==> src/rtl/calc_op_sequencer.sv <==
// calc_op_sequencer
// Collects accumulator commands from the front panel (Enter button plus
// switches) and from a host valid/ready port. Arbitrates them round-robin
// into a small command FIFO and issues the head entry to the accumulator
// over a valid/ready handshake. Each button press is either queued exactly
// once or reported through the sticky drop flag.

module calc_op_sequencer #(
    parameter int DEPTH = 4
) (
    input  logic                     clk,
    input  logic                     rst_n,
    input  logic                     pnl_enter,
    input  logic [1:0]               pnl_op,
    input  logic [7:0]               pnl_num,
    input  logic                     hst_valid,
    output logic                     hst_ready,
    input  logic [1:0]               hst_op,
    input  logic [7:0]               hst_num,
    output logic                     iss_valid,
    input  logic                     iss_ready,
    output logic [1:0]               iss_op,
    output logic [7:0]               iss_num,
    input  logic                     flush,
    input  logic                     clr_drop,
    output logic [$clog2(DEPTH):0]   fifo_count,
    output logic                     drop_flag
);

    localparam int PTR_W = $clog2(DEPTH);
    localparam int CNT_W = PTR_W + 1;
    localparam int CMD_W = 10;

    // Round-robin pointer: names the requester that wins a tie
    typedef enum logic {
        RR_PANEL = 1'b0,
        RR_HOST  = 1'b1
    } rr_e;

    // Panel synchronizer and edge detector. These reset to 1 so that an
    // Enter held through reset release does not look like a fresh press.
    logic s1_q, s1_d;
    logic s2_q, s2_d;
    logic prv_q, prv_d;

    // Pending panel command waiting for a FIFO slot
    logic [CMD_W-1:0] pend_q, pend_d;
    logic             pnd_v_q, pnd_v_d;

    // Arbitration and status state
    rr_e              rr_q, rr_d;
    logic             drop_q, drop_d;

    // Command FIFO storage: {op[1:0], num[7:0]} per entry
    logic [CMD_W-1:0] mem_q [DEPTH];
    logic [CMD_W-1:0] mem_d [DEPTH];
    logic [PTR_W-1:0] wr_ptr_q, wr_ptr_d;
    logic [PTR_W-1:0] rd_ptr_q, rd_ptr_d;
    logic [CNT_W-1:0] cnt_q, cnt_d;

    // Combinational decision signals
    logic             press_s;
    logic             full_s;
    logic             hst_ready_s;
    logic             pnl_grant_s;
    logic             hst_grant_s;
    logic             push_s;
    logic             pop_s;
    logic [CMD_W-1:0] push_data_s;
    logic             drop_evt_s;

    // Synchronizer chain advance and rising-edge detection of Enter
    always_comb begin
        s1_d    = pnl_enter;
        s2_d    = s1_q;
        prv_d   = s2_q;
        press_s = s2_q & ~prv_q;
    end

    // Arbitration: at most one FIFO write per cycle, flush blocks all traffic.
    // A full FIFO refuses writes even when the head pops in the same cycle.
    always_comb begin
        full_s      = (cnt_q == CNT_W'(DEPTH));
        hst_ready_s = ~full_s & (~pnd_v_q | (rr_q == RR_HOST));
        pnl_grant_s = pnd_v_q & ~full_s & (~hst_valid | (rr_q == RR_PANEL)) & ~flush;
        hst_grant_s = hst_valid & hst_ready_s & ~flush;
        push_s      = pnl_grant_s | hst_grant_s;
        pop_s       = (cnt_q != {CNT_W{1'b0}}) & iss_ready & ~flush;
        if (pnl_grant_s) begin
            push_data_s = pend_q;
        end else begin
            push_data_s = {hst_op, hst_num};
        end
    end

    // Pending panel register: capture on press, drop a press that finds the
    // register still occupied and not draining this cycle
    always_comb begin
        pend_d     = pend_q;
        pnd_v_d    = pnd_v_q;
        drop_evt_s = 1'b0;
        if (flush) begin
            pnd_v_d = 1'b0;
        end else if (press_s) begin
            if (pnd_v_q & ~pnl_grant_s) begin
                drop_evt_s = 1'b1;
            end else begin
                pend_d  = {pnl_op, pnl_num};
                pnd_v_d = 1'b1;
            end
        end else if (pnl_grant_s) begin
            pnd_v_d = 1'b0;
        end else begin
            pnd_v_d = pnd_v_q;
        end
    end

    // Round-robin update and sticky drop flag (a same-cycle drop beats clear)
    always_comb begin
        rr_d   = rr_q;
        drop_d = drop_q;
        if (pnl_grant_s) begin
            rr_d = RR_HOST;
        end else if (hst_grant_s) begin
            rr_d = RR_PANEL;
        end else begin
            rr_d = rr_q;
        end
        if (drop_evt_s) begin
            drop_d = 1'b1;
        end else if (clr_drop) begin
            drop_d = 1'b0;
        end else begin
            drop_d = drop_q;
        end
    end

    // FIFO storage write, pointer advance and occupancy count
    always_comb begin
        mem_d    = mem_q;
        wr_ptr_d = wr_ptr_q;
        rd_ptr_d = rd_ptr_q;
        cnt_d    = cnt_q;
        if (flush) begin
            wr_ptr_d = {PTR_W{1'b0}};
            rd_ptr_d = {PTR_W{1'b0}};
            cnt_d    = {CNT_W{1'b0}};
        end else begin
            if (push_s) begin
                mem_d[wr_ptr_q] = push_data_s;
                wr_ptr_d        = wr_ptr_q + PTR_W'(1);
            end else begin
                wr_ptr_d = wr_ptr_q;
            end
            if (pop_s) begin
                rd_ptr_d = rd_ptr_q + PTR_W'(1);
            end else begin
                rd_ptr_d = rd_ptr_q;
            end
            case ({push_s, pop_s})
                2'b10:   cnt_d = cnt_q + CNT_W'(1);
                2'b01:   cnt_d = cnt_q - CNT_W'(1);
                default: cnt_d = cnt_q;
            endcase
        end
    end

    // State registers; reset aborts any queued or pending command at once
    always_ff @(posedge clk or negedge rst_n) begin
        if (!rst_n) begin
            s1_q     <= 1'b1;
            s2_q     <= 1'b1;
            prv_q    <= 1'b1;
            pend_q   <= {CMD_W{1'b0}};
            pnd_v_q  <= 1'b0;
            rr_q     <= RR_PANEL;
            drop_q   <= 1'b0;
            wr_ptr_q <= {PTR_W{1'b0}};
            rd_ptr_q <= {PTR_W{1'b0}};
            cnt_q    <= {CNT_W{1'b0}};
            for (int i = 0; i < DEPTH; i++) begin
                mem_q[i] <= {CMD_W{1'b0}};
            end
        end else begin
            s1_q     <= s1_d;
            s2_q     <= s2_d;
            prv_q    <= prv_d;
            pend_q   <= pend_d;
            pnd_v_q  <= pnd_v_d;
            rr_q     <= rr_d;
            drop_q   <= drop_d;
            wr_ptr_q <= wr_ptr_d;
            rd_ptr_q <= rd_ptr_d;
            cnt_q    <= cnt_d;
            mem_q    <= mem_d;
        end
    end

    assign hst_ready  = hst_ready_s;
    assign iss_valid  = (cnt_q != {CNT_W{1'b0}});
    assign iss_op     = mem_q[rd_ptr_q][9:8];
    assign iss_num    = mem_q[rd_ptr_q][7:0];
    assign fifo_count = cnt_q;
    assign drop_flag  = drop_q;

endmodule

==> config.mk <==
export PLATFORM = sky130hd
export DESIGN_NAME = calc_op_sequencer
export DESIGN_NICKNAME = d
export VERILOG_FILES = /design/src/rtl/calc_op_sequencer.sv
export SDC_FILE = /design/constraint.sdc
export NUM_CORES = 1
export LEC_CHECK = 0
export BUFFER_PORTS_ARGS = -buffer_cell sky130_fd_sc_hd__buf_2
export CAP_MARGIN = 20
export CORE_AREA = 8 8 84 86
export CTS_BUF_LIST = sky130_fd_sc_hd__clkbuf_4
export CTS_CLUSTER_SIZE = 25
export DETAILED_ROUTE_END_ITERATION = 12
export DIE_AREA = 0 0 92 94
export PLACE_DENSITY = 0.73
export SYNTH_ARGS = -nofsm -noshare
export SYNTH_HDL_FRONTEND = slang
export SYNTH_SLANG_ARGS = --single-unit
==> constraint.sdc <==
create_clock -name clk -period 2.1 [get_ports clk]
set_input_delay 0.21 -clock clk [delete_from_list [all_inputs] [get_ports clk]]
set_output_delay 0.21 -clock clk [all_outputs]
set_load 0.005 [all_outputs]
==> flow_summary.toml <==
[yosys]
syn_nets = 223
avgSynthCellArea_um2 = 15.4
synth-seq-cells = 63
synth_cells = 191
ys_types = 35
ys_seq_area_share_pct = 53.9
syn_area_um2 = 2930
yosys_warnings = 0

[floorplan]
die-height_um = 94
io_pins = 43
dieWidth_um = 92
die-area_um2 = 8650
start_util_pct = 51.1
core_um2 = 5750
num_rows = 28

[global_routing]
grt_pass1_vias = 1935
antenna_found_initial = 0
gr-total-overflow = 0
grt_max_degree = 25
grt_pass1_wl_um = 9740
grt_use_total_pct = 14.4

[timing]
rsz0062_at_grt = "no"
tns_ns = 0
hold_violations = 0
period_needed_ns = 2.01
clock_skew_ns = 0.0130
post-route-period-util_pct = 95.7
slew_headroom_pct = 61.1
finalSetupViolations = 0
fmax_mhz = 498
worst_slew_pin_slew_ns = 0.583
maxSlewViolCount = 0

[drt]
route.met2.wl_um = 2580
vias_per_cell = 5.18
routed_wl_um = 5740
topRoutingLayerUsed = "met4"
wl_met3_um = 295
drtPass1Iterations = 4
wl_per_cell_um = 16.8
antenna_left = 0
drtIter0Drc = 50
vias = 1767
met1_length_um = 2770
drc = 0

[placed_design]
place_congestion = 0.718
place_hpwl_um = 4090
placed_cells = 320
port_buffers = 42

[setup_path]
worstSetupPathType = "reg2reg"
start_kind = "flip-flop"
crit_slowest_cell = "or4b_1"
worstPathMaxFanout = 10
cp.arrival_ns = 2.29
required_ns = 2.38
cp-end-kind = "flip-flop"
crit_chain = "nor3b_4 > or4b_1 > buf_6 > mux2_4 > mux2_2"
cpPeakStageDelay_ns = 0.52

[finish]
final-instance-count-excl-fill = 341
nFillCells = 466
nNetsFinal = 293
diodes = 0
final_cell_mix = "dfrtp_1 (59), mux2_2 (51), buf_2 (42)"
layout.cells.most_common = "dfrtp_1"
area_delta_synth_final_pct = 20.0
drive_above_1_share_pct = 58.3

[power]
p_leak_nw = 1.68
max-vdd-ir-drop_v = 0.000708
power_density_nw_per_um2 = 1160
power.total_mw = 4.08

[hold_path]
worst_hold_path_type = "in2reg"

[clocking]
root_buffer = "clkbuf_4"
clk_latency_ns = 0.39
cts_buffers = 9
clock_sinks = 63
ctsHtreeMaxLevel = 3
clock_path_buffers = 2
cts_tree = "done"
clkTransAtPathRegs_ns = 0.11

[status]
status = "complete, no violations"

[job]
max_cap_viol_count = 0
final cells by class:
cell class / count / area, um^2 / share of cell area (%)
Clock inverter: 7 / 63.8 / 1.81
Timing Repair Buffer: 65 / 394 / 11.2
Clock buffer: 9 / 67.6 / 1.92
Tap cell: 75 / 93.8 / 2.66
Inverter: 4 / 15.0 / 0.426
Sequential cell: 63 / 1580 / 44.9
Multi-Input combinational cell: 118 / 1310 / 37.1
per-stage QoR:
stage	worst slack [ns]	hold slack [ns]	cell area (um^2)	utilization [%]
floorplan	0.0300	-0.0856	2930	-
global placement	0.0816	0.215	3340	58.1
detailed placement	0.0467	0.213	3340	58.1
CTS	0.0233	0.00832	3500	61.0
global route	0.00922	0.00603	3520	61.3
finish	0.0905	0.0383	3520	61.3
synthesized netlist by cell type (all sizes together):
cell type,n,area (um^2)
nor3b,2,26.3
o31ai,1,7.51
or3,1,6.26
nor2b,2,12.5
buf,3,21.3
nand3b,1,7.51
clkbuf,3,11.3
nand2b,3,18.8
or4b,1,10.0
mux4,10,225
dfstp,3,78.8
o22ai,1,6.26
nand2,6,22.5
o31a,1,8.76
ha,4,50.1
dfrtp,60,1500
o21ai,1,5.00
inv,4,15.0
xor2,1,8.76
a2bb2oi,1,8.76
xnor2,3,26.3
fa,1,20.0
mux2i,2,20.0
nor3,1,16.3
nor2,8,30.0
a21oi,1,5.00
a22oi,1,7.51
or3b,1,8.76
mux2,62,736
and2,1,6.26
nor4,1,6.26
worst max-delay path: cells and delay by family (launching register included):
kind                   cells  cell delay [ns]
buffers and inverters      1             0.19
flip-flops                 1             0.43
multiplexers               2             0.59
AND/OR/NAND/NOR            2             0.70
registers in the layout, summed over array words and instances, names as in the netlist:
| signal | flops |
|---|---|
| mem_q | 40 |
| pend_q | 10 |
| fifo_count | 3 |
| rd_ptr_q | 2 |
| wr_ptr_q | 2 |
| drop_flag | 1 |
| pnd_v_q | 1 |
| prv_d | 1 |
| prv_q | 1 |
| rr_q | 1 |
| s1_q | 1 |
report_power, final:
part,switching (mW),internal [mW]
combinational,0.533,0.911
sequential,0.239,1.62
clock,0.429,0.352
total,1.20,2.88
per-layer routing:
metal,track usage [%],vias up
met3,4.56,10
met1,18.8,883
li1,-,834
met5,0,-
met4,6.44,0
met2,21.5,40
kinds of logic (layout without fill, tap and decap cells):
group | Yosys count | count (layout) | synth area share (%)
AND/OR/NAND/NOR | 28 | 28 | 5.84
AO/OA/AOI/OAI | 7 | 7 | 1.66
adder cells (fa/ha/maj) | 5 | 5 | 2.39
multiplexers | 74 | 74 | 33.4
buffers and inverters | 10 | 85 | 1.62
XOR/XNOR | 4 | 4 | 1.19
flip-flops | 63 | 63 | 53.9
timing repair:
action	in CTS	in global routing
hold buffers	3	0
buffers inserted	0	2
endpoints found under the hold margin	23	0
endpoints found under the setup margin	0	38
resized for setup	0	2
worst paths after layout:
path | start | end | slack (ns) | cells past startpoint
worst max-delay path | fifo_count[2] | mem_q[4] | 0.09 | 5
worst min-delay path | pnl_num[0] | pend_q[0] | 0.04 | 2
worst max register to register | fifo_count[2] | mem_q[4] | 0.09 | 5
worst min register to register | s1_q | prv_d | 0.36 | 0
max in group asynchronous | rst_n | s1_q | 1.07 | 3
min in group asynchronous | rst_n | mem_q[23] | 0.32 | 2
No activity file was read; power rests on OpenSTA's default activity.
